File: config.mk
export PLATFORM = sky130hd
export DESIGN_NAME = instr_fetch_unit
export DESIGN_NICKNAME = d
export VERILOG_FILES = /design/src/rtl/fetch_pkg.sv /design/src/rtl/instr_fetch_unit.sv
export SDC_FILE = /design/constraint.sdc
export NUM_CORES = 1
export LEC_CHECK = 0
export ABC_AREA = 1
export BUFFER_PORTS_ARGS = -buffer_cell sky130_fd_sc_hd__buf_4
export CAP_MARGIN = 20
export CORE_MARGIN = 10
export CORE_UTILIZATION = 52
export CTS_CLUSTER_DIAMETER = 200
export DETAILED_ROUTE_END_ITERATION = 10
export HOLD_SLACK_MARGIN = 0.08
export PLACE_DENSITY = 0.81
export SYNTH_ARGS = -nofsm -noshare
export SYNTH_HDL_FRONTEND = slang
export SYNTH_SLANG_ARGS = --single-unit
File: constraint.sdc
create_clock -name clk -period 1.88 [get_ports clk]
set_input_delay 0.188 -clock clk [delete_from_list [all_inputs] [get_ports clk]]
set_output_delay 0.188 -clock clk [all_outputs]
set_load 0.03 [all_outputs]
File: src/rtl/fetch_pkg.sv
// Shared types and defaults for the instruction fetch unit.
package fetch_pkg;

    typedef enum logic [1:0] {
        F_REQ  = 2'd0,
        F_WAIT = 2'd1,
        F_HOLD = 2'd2,
        F_DROP = 2'd3
    } fetch_state_t;

    localparam logic [31:0] FETCH_RESET_PC = 32'h0000_0000;
    localparam logic [31:0] FETCH_PC_STEP  = 32'd4;

endpackage

File: src/rtl/instr_fetch_unit.sv
// Fetch PC owner: single-outstanding imem request, Fetch->Decode register,
// redirect squash and stall hold with a one-entry return buffer.
module instr_fetch_unit
    import fetch_pkg::*;
#(
    parameter logic [31:0] RESET_PC = FETCH_RESET_PC,
    parameter logic [31:0] PC_STEP  = FETCH_PC_STEP
) (
    input  logic        clk,
    input  logic        reset,
    input  logic        StallF,
    input  logic        PCSrc,
    input  logic [31:0] PCNext,
    output logic        imem_req,
    output logic [31:0] imem_addr,
    input  logic        imem_ready,
    input  logic        imem_rvalid,
    input  logic [31:0] imem_rdata,
    output logic [31:0] PCF,
    output logic [31:0] InstrD,
    output logic [31:0] PCD,
    output logic        ValidD
);

    fetch_state_t state_q, state_d;
    logic [31:0]  pcf_q, pcf_d;
    logic [31:0]  buf_q, buf_d;
    logic [31:0]  instr_q, instr_d;
    logic [31:0]  pcd_q, pcd_d;
    logic         valid_q, valid_d;

    always_ff @(posedge clk or negedge reset) begin
        if (!reset) begin
            state_q <= F_REQ;
            pcf_q   <= RESET_PC;
        end else begin
            state_q <= state_d;
            pcf_q   <= pcf_d;
        end
    end

    always_ff @(posedge clk or negedge reset) begin
        if (!reset) begin
            buf_q <= '0;
        end else begin
            buf_q <= buf_d;
        end
    end

    always_ff @(posedge clk or negedge reset) begin
        if (!reset) begin
            instr_q <= '0;
            pcd_q   <= '0;
            valid_q <= 1'b0;
        end else begin
            instr_q <= instr_d;
            pcd_q   <= pcd_d;
            valid_q <= valid_d;
        end
    end

    always_comb begin
        state_d = state_q;
        pcf_d   = pcf_q;
        buf_d   = buf_q;
        instr_d = instr_q;
        pcd_d   = pcd_q;
        valid_d = valid_q;

        case (state_q)
            F_REQ: begin
                if (imem_ready) state_d = F_WAIT;
            end
            F_WAIT: begin
                if (imem_rvalid) begin
                    if (!StallF) begin
                        instr_d = imem_rdata;
                        pcd_d   = pcf_q;
                        valid_d = 1'b1;
                        pcf_d   = pcf_q + PC_STEP;
                        state_d = F_REQ;
                    end else begin
                        buf_d   = imem_rdata;
                        state_d = F_HOLD;
                    end
                end
            end
            F_HOLD: begin
                if (!StallF) begin
                    instr_d = buf_q;
                    pcd_d   = pcf_q;
                    valid_d = 1'b1;
                    pcf_d   = pcf_q + PC_STEP;
                    state_d = F_REQ;
                end
            end
            F_DROP: begin
                if (imem_rvalid) state_d = F_REQ;
            end
            default: state_d = F_REQ;
        endcase

        // Redirect overrides everything above; D keeps its contents but is invalidated.
        if (PCSrc) begin
            pcf_d   = PCNext;
            valid_d = 1'b0;
            instr_d = instr_q;
            pcd_d   = pcd_q;
            buf_d   = '0;
            if ((state_q == F_WAIT && !imem_rvalid) ||
                (state_q == F_REQ  && imem_ready)   ||
                (state_q == F_DROP && !imem_rvalid))
                state_d = F_DROP;
            else
                state_d = F_REQ;
        end
    end

    assign imem_req  = (state_q == F_REQ);
    assign imem_addr = pcf_q;
    assign PCF       = pcf_q;
    assign InstrD    = instr_q;
    assign PCD       = pcd_q;
    assign ValidD    = valid_q;

endmodule

==> run summary <==
WP buf/inv -> 3
Worst EP arrival -> 2080 ps
HP Class -> in -> reg
Syn Nets -> 912
IO Pins -> 200
setup_tns -> 0 ps
Buffers on Ports -> 199
first-pass GRT wire length -> 33.98 mm
height of the die -> 133.1 um
Post CTS Setup Buffer Count -> 0
Antenna diodes -> 0
Worst-Skew Late Latency -> 410 ps
measured slew at the worst slew-check pin -> 399.4 ps
Worst path top cell family by delay -> simple AND/OR/NAND/NOR gates
clk root buf -> clkbuf_16
first-pass iteration count of the detailed router -> 5
pin count of the biggest net entering global routing -> 49
Rel. slew slack -> 0.7337
NumNets Final -> 1132
DRT iter0 DRCs -> 558
Peak Freq -> 569.6 MHz
cell-internal power -> 7.970 mW
P per Cell Area -> 1539 nW/um^2
CP Capture Type -> flip-flop
GRT Util Overall -> 0.2340
Crit path largest cell delay -> 400 ps
Post-Synth Adder-Cell Area -> 0.009407
crit path kind -> reg -> reg
sw power -> 6.285 mW
max_cap viols -> 0
Die Wd -> 133.1 um
main combinational cell family by area after synthesis -> simple AND/OR/NAND/NOR gates
most common cell after layout, fill and taps aside -> nand2_1
reg-to-reg startpoint -> state_q[1]
Synth Warn # -> 0
RSZ-0062 raised after global routing -> true
Placed Cells -> 1154
WL/cell -> 16.88 um
clock share of power -> 0.207
initial antenna violation count -> 0
layout cells sized above 1 -> 0.2514
Layout area overhead -> 39.28%
crit-path max FO -> 16
total gr overflow -> 0
drt total wl -> 20.89 mm
Synth Area in Simple Gates -> 0.2504
TritonCTS clock tree -> done
Final Instance Count excl. Fillers -> 1238
Slew Limit Fails -> 0
Slowest-stage cell, CP -> dfrtp_1
FP Rows -> 41
area fraction in compound gates after synthesis -> 0.1110
clk sinks -> 131
Met2 Routed Length -> 10.37 mm
skew final -> 5.852 ps
cell chain of the critical path -> inv_1, ha_2, or2_4, nand2_2, nor2_8, nand2_8, inv_8, buf_6, nor2_1, a31oi_1
Yosys cell types -> 32
total CTS buffers -> 17
wl on met1 -> 8.433 mm
antenna viol nets, final -> 0
Reg power frac -> 0.319
Avg Cell Area, Syn -> 7.945 um^2
fill count -> 905
XOR/XNOR Fraction of Synth Area -> 0.01054
H-tree Lvls -> 4
Crit. Startpoint -> state_q[1]
Syn Inst Count -> 837
via count -> 6492
most frequent cells in the layout -> nand2_1, buf_4, dfrtp_1, inv_1, nor2_1
final setup violation count -> 0
HPWL Detailed -> 14.38 mm
synthesis-stage register bit count -> 131
outcome -> finished clean
sequential area share after synthesis -> 0.4929
Final period util -> 0.9339
vias in the first global route -> 6663
worst endpoint required time -> 2210 ps
Hold Startpoint -> PCNext[25]
Worst-path clk slew -> 60 ps
die area -> 17710 um^2
switching share of power -> 0.4409
Setup crit start kind -> flip-flop
buffer depth of the longest clock path -> 2
Avg Vias per Cell -> 5.244
Comb pwr share -> 0.473
metal3 WL -> 1.632 mm
worst vdd ir -> 0.0008852 V
initial cell density of the core -> 0.5291
uppermost layer routed -> met4
post-route DRC violation count -> 0
Min Clock Period, post-route -> 1756 ps
Routability Congestion -> 0.9400
core box area -> 12570 um^2
Hold Vio Cnt, Final -> 0
mux cell area share after synthesis -> 0.01016
LEAKAGE -> 4.440 nW
mapped cell area -> 6650 um^2
Post-Route Utilization -> 0.7370
==> power groups by stage <==
stage	Sequential, mW	Clock (mW)	Combinational, mW
2_1_floorplan	6.03	0	2.65
3_3_place_gp	4.54	0	6.48
3_5_place_dp	4.56	0	6.62
4_1_cts	4.53	3.00	6.75
5_1_grt	4.66	3.13	7.27
6_report	4.55	2.96	6.75
==> what timing repair did <==
item / CTS / global route
setup endpoints to repair: 0 / 75
hold endpoints to repair: 217 / 0
hold buffers: 56 / 0
resized for setup: 0 / 15
==> registers in the layout, indices dropped and copies added (netlist names) <==
name and cells:
InstrD 32, ValidD 1, buf_q 32, PCD 32, state_q 2, PCF 32
==> cell usage after synthesis, drive strengths merged <==
master	instances	area share
a31oi	33	0.031
nand4	4	0.0038
nor2	82	0.051
o21bai	4	0.0045
a21oi	6	0.0045
nor3	4	0.0030
nand3	67	0.050
buf	53	0.059
nand2	242	0.14
or2	1	0.0013
inv	81	0.046
and2	2	0.0019
o21ai	80	0.061
dfrtp	131	0.49
clkbuf	19	0.011
o211ai	8	0.0090
a211oi	1	0.0011
mux2	6	0.010
ha	5	0.0094
xor2	8	0.011
==> cell families (layout without fill, tap and decap cells) <==
logic type | count (synthesis) | after routing
simple gates | 402 | 402
buf+inv | 153 | 382
compound gates | 132 | 132
flops | 131 | 131
xor+xnor | 8 | 8
mux | 6 | 6
fa+ha+maj | 5 | 5
==> metrics by stage <==
stage                     cell area [um^2]  hold WS (ps)  setup WS, ps  power, mW
after global placement                8142         119.6         101.7      11.02
after detailed placement              8142         118.0         34.62      11.18
after floorplan                       6650        -107.6         168.1      8.682
final                                 9263         89.43         124.4      14.26
after CTS                             9215         81.16         3.700      14.27
after global routing                  9263         106.4        -30.96      15.06
==> worst register-to-register path: stages (launching register included) <==
cell	delay [ps]
dfrtp_1	400
inv_1	100
ha_2	230
or2_4	140
nand2_2	70
nor2_8	120
nand2_8	70
inv_8	120
buf_6	180
nor2_1	70
a31oi_1	170
==> area by class of cell <==
cell class / count / area, um^2 / area share
timing repair buffer: 273 / 2297 / 0.2480
multi-input combinational: 553 / 2645 / 0.2856
inverter: 81 / 314.1 / 0.03391
clock inverter: 7 / 62.56 / 0.006754
clock buffer: 21 / 450.4 / 0.04863
sequential: 131 / 3278 / 0.3539
tap: 172 / 215.2 / 0.02323
==> final timing paths <==
path / depth (start not counted) / slack [ps] / to
min in group asynchronous: 2 / 260 / PCD[10]
max in group asynchronous: 3 / 1040 / buf_q[0]
hold / removal: 5 / 90 / PCF[25]
setup reg to reg: 10 / 120 / InstrD[12]
hold reg to reg: 2 / 480 / PCD[29]
setup / recovery: 10 / 120 / InstrD[12]
==> metal layers <==
metal / vias to the layer above / global-route usage
met3: 39 / 0.06056
met5: - / 0
li1: 3100 / -
met4: 0 / 0.09108
met2: 283 / 0.3979
met1: 3070 / 0.2762
(Power assumes the default switching activity.)
